`src/rtl/cnn_result_reader_if.sv`:
```
// cnn_result_reader_if: classifier-output and logger-record signals between the CNN side (master)
// and the result reader (slave).
interface cnn_result_reader_if #(
  parameter int PROB_W = 113,
  parameter int CNT_W = 16
);
  logic fc_done;
  logic [3:0] result;
  logic [CNT_W-1:0] count;
  logic signed [PROB_W-1:0] prob_0, prob_1, prob_2, prob_3, prob_4;
  logic signed [PROB_W-1:0] prob_5, prob_6, prob_7, prob_8, prob_9;
  logic out_valid;
  logic out_ready;
  logic [3:0] out_class;
  logic signed [PROB_W-1:0] out_score;
  logic [CNT_W-1:0] out_count;
  logic out_mismatch;
  logic signed [PROB_W:0] out_margin;
  logic busy;
  logic overrun;
  logic [CNT_W-1:0] img_cnt;
  logic [CNT_W-1:0] err_cnt;
  modport master (
    output fc_done, result, count, out_ready,
    output prob_0, prob_1, prob_2, prob_3, prob_4, prob_5, prob_6, prob_7, prob_8, prob_9,
    input out_valid, out_class, out_score, out_count, out_mismatch, out_margin,
    input busy, overrun, img_cnt, err_cnt
  );
  modport slave (
    input fc_done, result, count, out_ready,
    input prob_0, prob_1, prob_2, prob_3, prob_4, prob_5, prob_6, prob_7, prob_8, prob_9,
    output out_valid, out_class, out_score, out_count, out_mismatch, out_margin,
    output busy, overrun, img_cnt, err_cnt
  );
endinterface

```
`src/rtl/cnn_result_reader.sv`:
```
// cnn_result_reader: captures the ten class scores on each fc_done edge, re-derives the signed argmax
// one class per cycle, flags disagreement with the CNN result and hands the record to a logger.
// Optional CNN_RESULT_MARGIN_EN also tracks the second-best score and reports best minus second.
module cnn_result_reader #(
  parameter int PROB_W = 113,
  parameter int CNT_W = 16
) (
  input logic clk,
  input logic rst,
  cnn_result_reader_if.slave bus
);
  typedef enum logic [1:0] {IDLE, SCAN, PRESENT} state_t;
  state_t state, state_d;
  logic fc_done_q, done_edge, xfer, take, capture, last;
  logic signed [PROB_W-1:0] prob [10];
  logic signed [PROB_W-1:0] cap [10];
  logic signed [PROB_W-1:0] best, best_n, cur, init_best;
  logic [3:0] idx, best_idx, idx_n, init_idx, cap_result;
  logic [CNT_W-1:0] cap_count;
  assign prob = '{bus.prob_0, bus.prob_1, bus.prob_2, bus.prob_3, bus.prob_4,
                  bus.prob_5, bus.prob_6, bus.prob_7, bus.prob_8, bus.prob_9};
  assign done_edge = bus.fc_done & ~fc_done_q;
  assign xfer = bus.out_valid & bus.out_ready;
  assign capture = state == IDLE && done_edge;
  assign last = state == SCAN && idx == 4'd9;
  assign bus.busy = state != IDLE;
  assign cur = cap[idx];
  assign best_n = take ? cur : best;
  assign idx_n = take ? idx : best_idx;
`ifdef CNN_RESULT_MARGIN_EN
  logic signed [PROB_W-1:0] second, second_n;
  logic step, p1_hi;
  // classes 0 and 1 are ordered at capture, so the i=1 scan slot only keeps latency fixed
  assign step = idx != 4'd1;
  assign p1_hi = prob[1] > prob[0];
  assign take = step && cur > best;
  assign second_n = take ? best : (step && cur > second) ? cur : second;
  assign init_best = p1_hi ? prob[1] : prob[0];
  assign init_idx = {3'd0, p1_hi};
  always_ff @(posedge clk or posedge rst)
    if (rst) begin
      second <= '0;
      bus.out_margin <= '0;
    end else begin
      if (capture) second <= p1_hi ? prob[0] : prob[1];
      else if (state == SCAN) second <= second_n;
      if (last) bus.out_margin <= {best_n[PROB_W-1], best_n} - {second_n[PROB_W-1], second_n};
    end
`else
  assign take = cur > best;
  assign init_best = prob[0];
  assign init_idx = '0;
  assign bus.out_margin = '0;
`endif
  always_comb begin
    state_d = state;
    state_d = state == IDLE ? (done_edge ? SCAN : IDLE) :
              state == SCAN ? (idx == 4'd9 ? PRESENT : SCAN) :
              (xfer ? IDLE : PRESENT);
  end
  always_ff @(posedge clk or posedge rst)
    if (rst) state <= IDLE;
    else state <= state_d;
  always_ff @(posedge clk or posedge rst)
    if (rst) begin
      fc_done_q <= 1'b0;
      cap <= '{default: '0};
      cap_result <= '0;
      cap_count <= '0;
      idx <= '0;
      best <= '0;
      best_idx <= '0;
      bus.out_valid <= 1'b0;
      bus.out_class <= '0;
      bus.out_score <= '0;
      bus.out_count <= '0;
      bus.out_mismatch <= 1'b0;
      bus.overrun <= 1'b0;
      bus.img_cnt <= '0;
      bus.err_cnt <= '0;
    end else begin
      fc_done_q <= bus.fc_done;
      if (capture) begin
        cap <= prob;
        cap_result <= bus.result;
        cap_count <= bus.count;
        idx <= 4'd1;
        best <= init_best;
        best_idx <= init_idx;
      end else if (state == SCAN) begin
        idx <= last ? idx : idx + 4'd1;
        best <= best_n;
        best_idx <= idx_n;
      end
      if (last) begin
        bus.out_valid <= 1'b1;
        bus.out_class <= idx_n;
        bus.out_score <= best_n;
        bus.out_count <= cap_count;
        bus.out_mismatch <= idx_n != cap_result;
      end else if (xfer) bus.out_valid <= 1'b0;
      if (xfer) begin
        bus.img_cnt <= bus.img_cnt + CNT_W'(1);
        if (bus.out_mismatch && !(&bus.err_cnt)) bus.err_cnt <= bus.err_cnt + CNT_W'(1);
      end
      // edges seen outside IDLE, including the transfer cycle, are lost
      if (done_edge && state != IDLE) bus.overrun <= 1'b1;
    end
endmodule

```
`src/flat_wrapper.sv`:
```
// flat-port wrapper written by rule: the top's interface ports become plain ports
module cnn_result_reader_flat 
#(
  parameter int PROB_W = 113,
  parameter int CNT_W = 16
)
  (clk, rst, bus_fc_done, bus_result, bus_count, bus_out_ready, bus_prob_0, bus_prob_1, bus_prob_2, bus_prob_3, bus_prob_4, bus_prob_5, bus_prob_6, bus_prob_7, bus_prob_8, bus_prob_9, bus_out_valid, bus_out_class, bus_out_score, bus_out_count, bus_out_mismatch, bus_out_margin, bus_busy, bus_overrun, bus_img_cnt, bus_err_cnt);
  cnn_result_reader_if #(.PROB_W(PROB_W), .CNT_W(CNT_W)) bus_i ();
  input logic clk;
  input logic rst;
  input wire logic [$bits(bus_i.fc_done)-1:0] bus_fc_done;
  input wire logic [$bits(bus_i.result)-1:0] bus_result;
  input wire logic [$bits(bus_i.count)-1:0] bus_count;
  input wire logic [$bits(bus_i.out_ready)-1:0] bus_out_ready;
  input wire logic [$bits(bus_i.prob_0)-1:0] bus_prob_0;
  input wire logic [$bits(bus_i.prob_1)-1:0] bus_prob_1;
  input wire logic [$bits(bus_i.prob_2)-1:0] bus_prob_2;
  input wire logic [$bits(bus_i.prob_3)-1:0] bus_prob_3;
  input wire logic [$bits(bus_i.prob_4)-1:0] bus_prob_4;
  input wire logic [$bits(bus_i.prob_5)-1:0] bus_prob_5;
  input wire logic [$bits(bus_i.prob_6)-1:0] bus_prob_6;
  input wire logic [$bits(bus_i.prob_7)-1:0] bus_prob_7;
  input wire logic [$bits(bus_i.prob_8)-1:0] bus_prob_8;
  input wire logic [$bits(bus_i.prob_9)-1:0] bus_prob_9;
  output wire logic [$bits(bus_i.out_valid)-1:0] bus_out_valid;
  output wire logic [$bits(bus_i.out_class)-1:0] bus_out_class;
  output wire logic [$bits(bus_i.out_score)-1:0] bus_out_score;
  output wire logic [$bits(bus_i.out_count)-1:0] bus_out_count;
  output wire logic [$bits(bus_i.out_mismatch)-1:0] bus_out_mismatch;
  output wire logic [$bits(bus_i.out_margin)-1:0] bus_out_margin;
  output wire logic [$bits(bus_i.busy)-1:0] bus_busy;
  output wire logic [$bits(bus_i.overrun)-1:0] bus_overrun;
  output wire logic [$bits(bus_i.img_cnt)-1:0] bus_img_cnt;
  output wire logic [$bits(bus_i.err_cnt)-1:0] bus_err_cnt;
  assign bus_i.fc_done = bus_fc_done;
  assign bus_i.result = bus_result;
  assign bus_i.count = bus_count;
  assign bus_i.out_ready = bus_out_ready;
  assign bus_i.prob_0 = bus_prob_0;
  assign bus_i.prob_1 = bus_prob_1;
  assign bus_i.prob_2 = bus_prob_2;
  assign bus_i.prob_3 = bus_prob_3;
  assign bus_i.prob_4 = bus_prob_4;
  assign bus_i.prob_5 = bus_prob_5;
  assign bus_i.prob_6 = bus_prob_6;
  assign bus_i.prob_7 = bus_prob_7;
  assign bus_i.prob_8 = bus_prob_8;
  assign bus_i.prob_9 = bus_prob_9;
  assign bus_out_valid = bus_i.out_valid;
  assign bus_out_class = bus_i.out_class;
  assign bus_out_score = bus_i.out_score;
  assign bus_out_count = bus_i.out_count;
  assign bus_out_mismatch = bus_i.out_mismatch;
  assign bus_out_margin = bus_i.out_margin;
  assign bus_busy = bus_i.busy;
  assign bus_overrun = bus_i.overrun;
  assign bus_img_cnt = bus_i.img_cnt;
  assign bus_err_cnt = bus_i.err_cnt;
  cnn_result_reader #(.PROB_W(PROB_W), .CNT_W(CNT_W)) u_core (.clk(clk), .rst(rst), .bus(bus_i));
endmodule
```
`config.mk`:
```
export PLATFORM = sky130hd
export DESIGN_NAME = cnn_result_reader_flat
export DESIGN_NICKNAME = d
export VERILOG_FILES = /design/src/rtl/cnn_result_reader_if.sv /design/src/rtl/cnn_result_reader.sv /design/src/flat_wrapper.sv
export SDC_FILE = /design/constraint.sdc
export NUM_CORES = 2
export LEC_CHECK = 0
export BUFFER_PORTS_ARGS = -buffer_cell sky130_fd_sc_hd__buf_2
export CORE_AREA = 5 5 551 553
export DETAILED_ROUTE_END_ITERATION = 8
export DIE_AREA = 0 0 556 558
export GPL_TIMING_DRIVEN = 0
export HOLD_SLACK_MARGIN = 0.1
export PLACE_DENSITY = 0.49
export SYNTH_ARGS = -nofsm -noshare
export SYNTH_HDL_FRONTEND = slang
export SYNTH_SLANG_ARGS = --single-unit
```
`constraint.sdc`:
```
create_clock -name clk -period 55.5 [get_ports clk]
set_input_delay 0 -clock clk [delete_from_list [all_inputs] [get_ports clk]]
set_output_delay 0 -clock clk [all_outputs]
set_load 0.05 [all_outputs]
```
---- Word-level counts from Yosys, hierarchy flattened ----
Cells that the tools add are included.
cells by class
  add/sub/neg operators ................... 3
  order comparisons ....................... 2
  equality and inequality tests ........... 4
  muxes and demuxes ....................... 19
  bitwise logic cells ..................... 4
  reductions and logical operators ........ 12
operators by type and width
  kind                                                      count
  2-to-1 mux 113 bit                                        5
  binary-select mux 113 bit (select 4 bit)                  1
  > comparator 113 bit                                      1
  adder 16 x 1 -> 16 bit, second input constant             2
  2-to-1 mux 4 bit                                          6
  AND reduction 16 bit                                      1
  2-to-1 mux 2 bit                                          4
  nonzero test 2 bit                                        3
  greater-or-equal comparator 5 bit, second input constant  1
  NOT 4 -> 5 bit                                            1
  adder 4 x 1 -> 4 bit, second input constant               1
  equality test 4 bit, second input constant                1
  logical AND 1 bit                                         4
  != test 4 bit                                             1
  AND reduction 2 bit                                       2
  2-to-1 mux 1 bit                                          3
  bitwise AND 1 bit                                         2
  equality test 2 x 1 -> 1 bit, second input constant       1
  logical NOT 2 bit                                         1
  != test 2 x 1 -> 1 bit, second input constant             1
  logical NOT 1 bit                                         1
  NOT 1 bit                                                 1
storage, ports and cells
  register bits ........................... 1,442
  bits of input ports ..................... 1,154
  output and inout port bits .............. 283

---- Depth between registers and ports, before layout ----
  word-level depth ........................ 8
  gate-level depth with buffers ........... 21
  mapped depth without buffers ............ 16

---- Worst setup path before layout ----
Ideal clock, no wire load.
  kind .................................... register to register
  start point ............................. register u_core.idx[0]
  end point ............................... register u_core.best[0]
  arrival time ............................ 4,635 ps
  required time ........................... 55,426 ps
  path slack .............................. 50,791 ps
  stages on the path, launching flop included .. 17
  buffers on the path ..................... 3
  period minus slack after synthesis ...... 4,709 ps
  path through ............................ dfrtp_1 -> clkbuf_1 -> buf_1 -> mux4_2 -> a22oi_1 -> o21ai_0 -> ha_1 -> nand4_1 -> or4_1 -> a311oi_1 -> o41ai_1 -> nand3_1 -> mux2i_2 -> buf_6 -> mux2_4 -> mux2_4 -> o21ai_2
on the way
  word-level cells in the longest chain between the ends .. 8
RTL lines
  element                                                  line                     RTL
  start: declaration                                       cnn_result_reader.sv:18  logic [3:0] idx, best_idx, idx_n, init_idx, cap_result;
  start signal: assignment                                 cnn_result_reader.sv:91  idx <= last ? idx : idx + 4'd1;
  NOT 4 -> 5 bit (implied by the code) *                   cnn_result_reader.sv:27  assign cur = cap[idx];
  binary-select mux 113 bit (select 4 bit) *               cnn_result_reader.sv:27
  2-to-1 mux 113 bit (implied by the code) * (2 in a row)  cnn_result_reader.sv:27
  > comparator 113 bit                                     cnn_result_reader.sv:50  assign take = cur > best;
  2-to-1 mux 113 bit *                                     cnn_result_reader.sv:28  assign best_n = take ? cur : best;
  2-to-1 mux 113 bit *                                     cnn_result_reader.sv:90  end else if (state == SCAN) begin
  2-to-1 mux 113 bit *                                     cnn_result_reader.sv:83  if (capture) begin
  end signal: assignment                                   cnn_result_reader.sv:88  best <= init_best;
  end signal: assignment                                   cnn_result_reader.sv:92  best <= best_n;
  end: declaration                                         cnn_result_reader.sv:17  logic signed [PROB_W-1:0] best, best_n, cur, init_best;
Mark *: on every way between the ends. The rest lies on a longest branch, timed or not. The select of a mux whose other input is x is not followed.
A chain may end at the register's enable or synchronous reset.

---- Worst setup path after layout ----
  start point ............................. register u_core.idx[2]
  end point ............................... register u_core.best[66]
Same word-level chain as after synthesis.

==> run summary <==
Total length of routed wires: 397000 µm
Total power of the final layout: 6.00 mW
Die X-Extent: 556 µm
DPL Wire Length: 303000 µm
Multiplexer area fraction after synthesis: 13.0%
Buffers on Ports: 1322
Count of unique library cells instantiated by Yosys: 55
Post-synthesis simple-gate area fraction: 21.9%
Critical path origin: u_core.idx[2]$_DFFE_PP0P_
Clock share of power: 20.3%
Number of synthesized register bits: 1442
Cell with the largest stage delay on the worst path: sky130_fd_sc_hd__nor2_1
Final standard cell utilization of the core: 37.0%
Dominant cell by count in the synthesized netlist: sky130_fd_sc_hd__nand2_1
Top FF cell, synth: sky130_fd_sc_hd__dfrtp_1
Top cell type's share of synthesized area: 53.1%
Final Wtd Congestion: 0.931
Switching part of the total power: 42.9%
Placed instance area: 81000 µm²
Leading area contributor after synthesis: sky130_fd_sc_hd__dfrtp_1
RSZ-0062 raised after global routing: false
Vias in the first global route: 75900
Xor/xnor cell area share of the yosys netlist: 0.451%
CP top delay family: simple AND/OR/NAND/NOR gates
Vias/cell: 4.69
Crit path DAT: 10020 ps
Tightest Pin Transition: 1400 ps
Total number of clock tree sinks: 1442
Leak Pwr: 54.2 nW
Ports: 1437
Endpoint of the worst setup timing path: u_core.best[66]$_DFFE_PP0P_
CTS tree: built
Power density over the cells: 54.4 nW/µm²
Largest net degree at the start of global routing: 126
Register share of total power: 30.5%
Achievable frequency: 107 MHz
Peak ir drop on the vdd network: 0.0621 mV
Internal power summed over all cells: 3.43 mW
Core area: 298000 µm²
Mean routed wirelength per cell: 25.7 µm
Row cnt: 201
Cell-by-cell trace of the critical path: clkbuf_2, buf_12, buf_2, inv_1, nor2_1, clkbuf_2, buf_12, clkbuf_1, nand2_1, o21ai_0, ha_1, nand4_1, nor4_1, nand4_1, o22ai_1, a211oi_1, nand3_1, mux2i_2, buf_8, buf_12, mux2i_1, mux2_2, o21ai_1
Number of synthesized flops with an enable pin: 0
Global-route total usage across every layer: 24.7%
Sequential fraction of the synthesis area: 53.1%
Die ar.: 310000 µm²
Most instantiated cells after synthesis: sky130_fd_sc_hd__nand2_1, sky130_fd_sc_hd__dfrtp_1, sky130_fd_sc_hd__clkbuf_1
CP Launch Type: flop
Sum of overflow across all layers after global routing: 0
Worst-Skew Late Latency: 840 ps
Max-capacitance violation count: 0
Worst reg2reg setup slack: 46150 ps
Critical path depth: 23
Switching power of the nets: 2.57 mW
Initial antenna violation count: 141
Ranking of synthesized cells by area: sky130_fd_sc_hd__dfrtp_1, sky130_fd_sc_hd__nand2_1, sky130_fd_sc_hd__mux4_2
Number of max-slew violations in the final report: 0
Mapped Area: 68000 µm²
Asr flop ratio synth: 100%
Post-route antenna net violation count: 0
Post-synthesis compound-gate area fraction: 4.71%
Starting density of the core: 22.8%
Vias: 72500
Crit Reg-Reg Startpoint: u_core.idx[2]$_DFFE_PP0P_
Max-Slew Margin vs Limit: 6.43%
Clock buffer count from CTS: 179
Kind of end point of the critical path: flop
Number of buffers and inverters on the critical path: 9
Violation count after the first detailed-route iteration: 6782
Most used cell along the critical path: sky130_fd_sc_hd__buf_12
Clock input transition at the sequential cells of the worst setup and hold paths: 60 ps
Final setup violating endpoints: 0
Post-layout min period: 9350 ps
Number of cells traversed by the worst register-to-register path: 23
Clock tree skew after final layout: 49.5 ps
# resized after CTS: 0
Area growth from synthesis to layout: 62.2%
Hold crit path type: input port to flop
Critical path class: flop to flop
Required time at the endpoint of the critical path: 56170 ps
Biggest cell delay along the critical path: 1070 ps
NumNets Final: 12500
Clock Tree Root: sky130_fd_sc_hd__clkbuf_16
Post-CTS setup buffer count: 0
Wire length of the first global-routing pass: 552000 µm
Post-Layout Inst Area: 110000 µm²
Final Hold Violating Endpoints: 0
DRC violations left: 0
Mean instance size in the synthesized netlist: 9.30 µm²
Deepest clock path buffer count: 4
Status: finished, final reports clean
CTS Hold Bufs: 2302
Max H-tree Level: 4
Share of post-route cells with drive strength above 1: 20.2%
Total negative setup slack: 0 ps
Post-route clock period utilization: 16.9%
Area share of fa/ha/maj cells after synthesis: 2.15%
First-pass DRT Iterations: 6
Number of warnings reported in the yosys synthesis log: 0
Crit-path max FO: 10
End of the worst register-to-register path: u_core.best[66]$_DFFE_PP0P_
Main combinational cell family by area after synthesis: simple AND/OR/NAND/NOR gates
Synthesized netlist cell count: 7310
Combinational group share of total power: 49.2%
Vert. Die Dim: 558 µm
## metal layers
layer / part of all wire (%) / vias up / track usage [%]
li1: - / 31500 / -
met5: 0.077 / - / 0
met2: 45 / 4034 / 39.2
met4: 7.0 / 48 / 15.4
met3: 8.1 / 1109 / 5.74
met1: 39 / 35800 / 30.3
## area by class of cell
| type | count | area (µm²) |
|---|---|---|
| diodes | 106 | 265 |
| plain buffers | 551 | 2780 |
| clock buffers | 250 | 5200 |
| clock inverters | 60 | 761 |
| fillers | 29400 | 188000 |
| inverters | 128 | 488 |
| multi-input cells | 5302 | 29100 |
| flip-flops and latches | 1442 | 36100 |
| well taps | 3958 | 4950 |
| repair buffers | 3667 | 30600 |
## worst register-to-register path, delay by kind of cell (launching register included)
family,cells,cell delay [ps]
and+or+nand+nor,6,3080
DFF,1,320
AOI/OAI and AO/OA,4,1270
muxes,3,1240
adders and majority gates,1,210
buffers and inverters,9,3100
## power groups by stage
stage	Sequential, mW	Combinational, mW	Clock, mW
after floorplan	1.80	1.75	0
after global routing	1.87	3.18	1.28
after detailed placement	1.83	2.79	0
after CTS	1.82	2.94	1.24
final	1.83	2.95	1.22
after global placement	1.84	2.73	0
## state kept, by name (all words and copies together), names as in the netlist, 16 cells and up
| signal | count |
|---|---|
| u_core.best | 113 |
| u_core.bus.err_cnt | 16 |
| u_core.bus.img_cnt | 16 |
| u_core.bus.out_count | 16 |
| u_core.bus.out_score | 113 |
| u_core.cap | 1130 |
| u_core.cap_count | 16 |
## layout by cell type, fill, tap and decap left out, types with 118 or more instances in the layout
cell	n
sky130_fd_sc_hd__nand2_1	3777
sky130_fd_sc_hd__dlygate4sd3_1	2302
sky130_fd_sc_hd__dfrtp_1	1442
sky130_fd_sc_hd__buf_2	1351
sky130_fd_sc_hd__clkbuf_1	368
sky130_fd_sc_hd__o21ai_0	267
sky130_fd_sc_hd__mux2_2	227
sky130_fd_sc_hd__mux4_2	226
sky130_fd_sc_hd__clkbuf_16	183
sky130_fd_sc_hd__inv_1	126
sky130_fd_sc_hd__buf_4	118
## worst min-delay path by stage
stage | start | end | slack (ps) | cells past startpoint
2_1_floorplan | bus_fc_done | u_core.fc_done_q$_DFF_PP0_ | 30 | 0
3_3_place_gp | bus_fc_done | u_core.fc_done_q$_DFF_PP0_ | 130 | 1
5_1_grt | bus_prob_6[14] | u_core.cap[353]$_DFFE_PP0P_ | 140 | 4
6_report | bus_prob_6[14] | u_core.cap[353]$_DFFE_PP0P_ | 90 | 4
3_5_place_dp | bus_fc_done | u_core.fc_done_q$_DFF_PP0_ | 130 | 1
4_1_cts | bus_prob_6[14] | u_core.cap[353]$_DFFE_PP0P_ | 100 | 4
## cell families (layout without fill, tap and decap cells)
| family | count (synthesis) | count (layout) |
|---|---|---|
| other cells | 1 | 220 |
| compound gates | 563 | 563 |
| flops | 1442 | 1442 |
| simple gates | 3901 | 3901 |
| fa+ha+maj | 117 | 117 |
| xor+xnor | 35 | 35 |
| buf+inv | 679 | 4656 |
| mux | 572 | 572 |
## metrics by stage
stage,std cells,hold WS [ps],setup slack [ps]
2_1_floorplan,7423,31.4,14830
3_3_place_gp,12700,131,-3050
3_5_place_dp,12700,134,45800
4_1_cts,15400,104,45760
5_1_grt,15400,137,45820
6_report,15500,90.9,46150
Power figures use the tool's default switching activity.
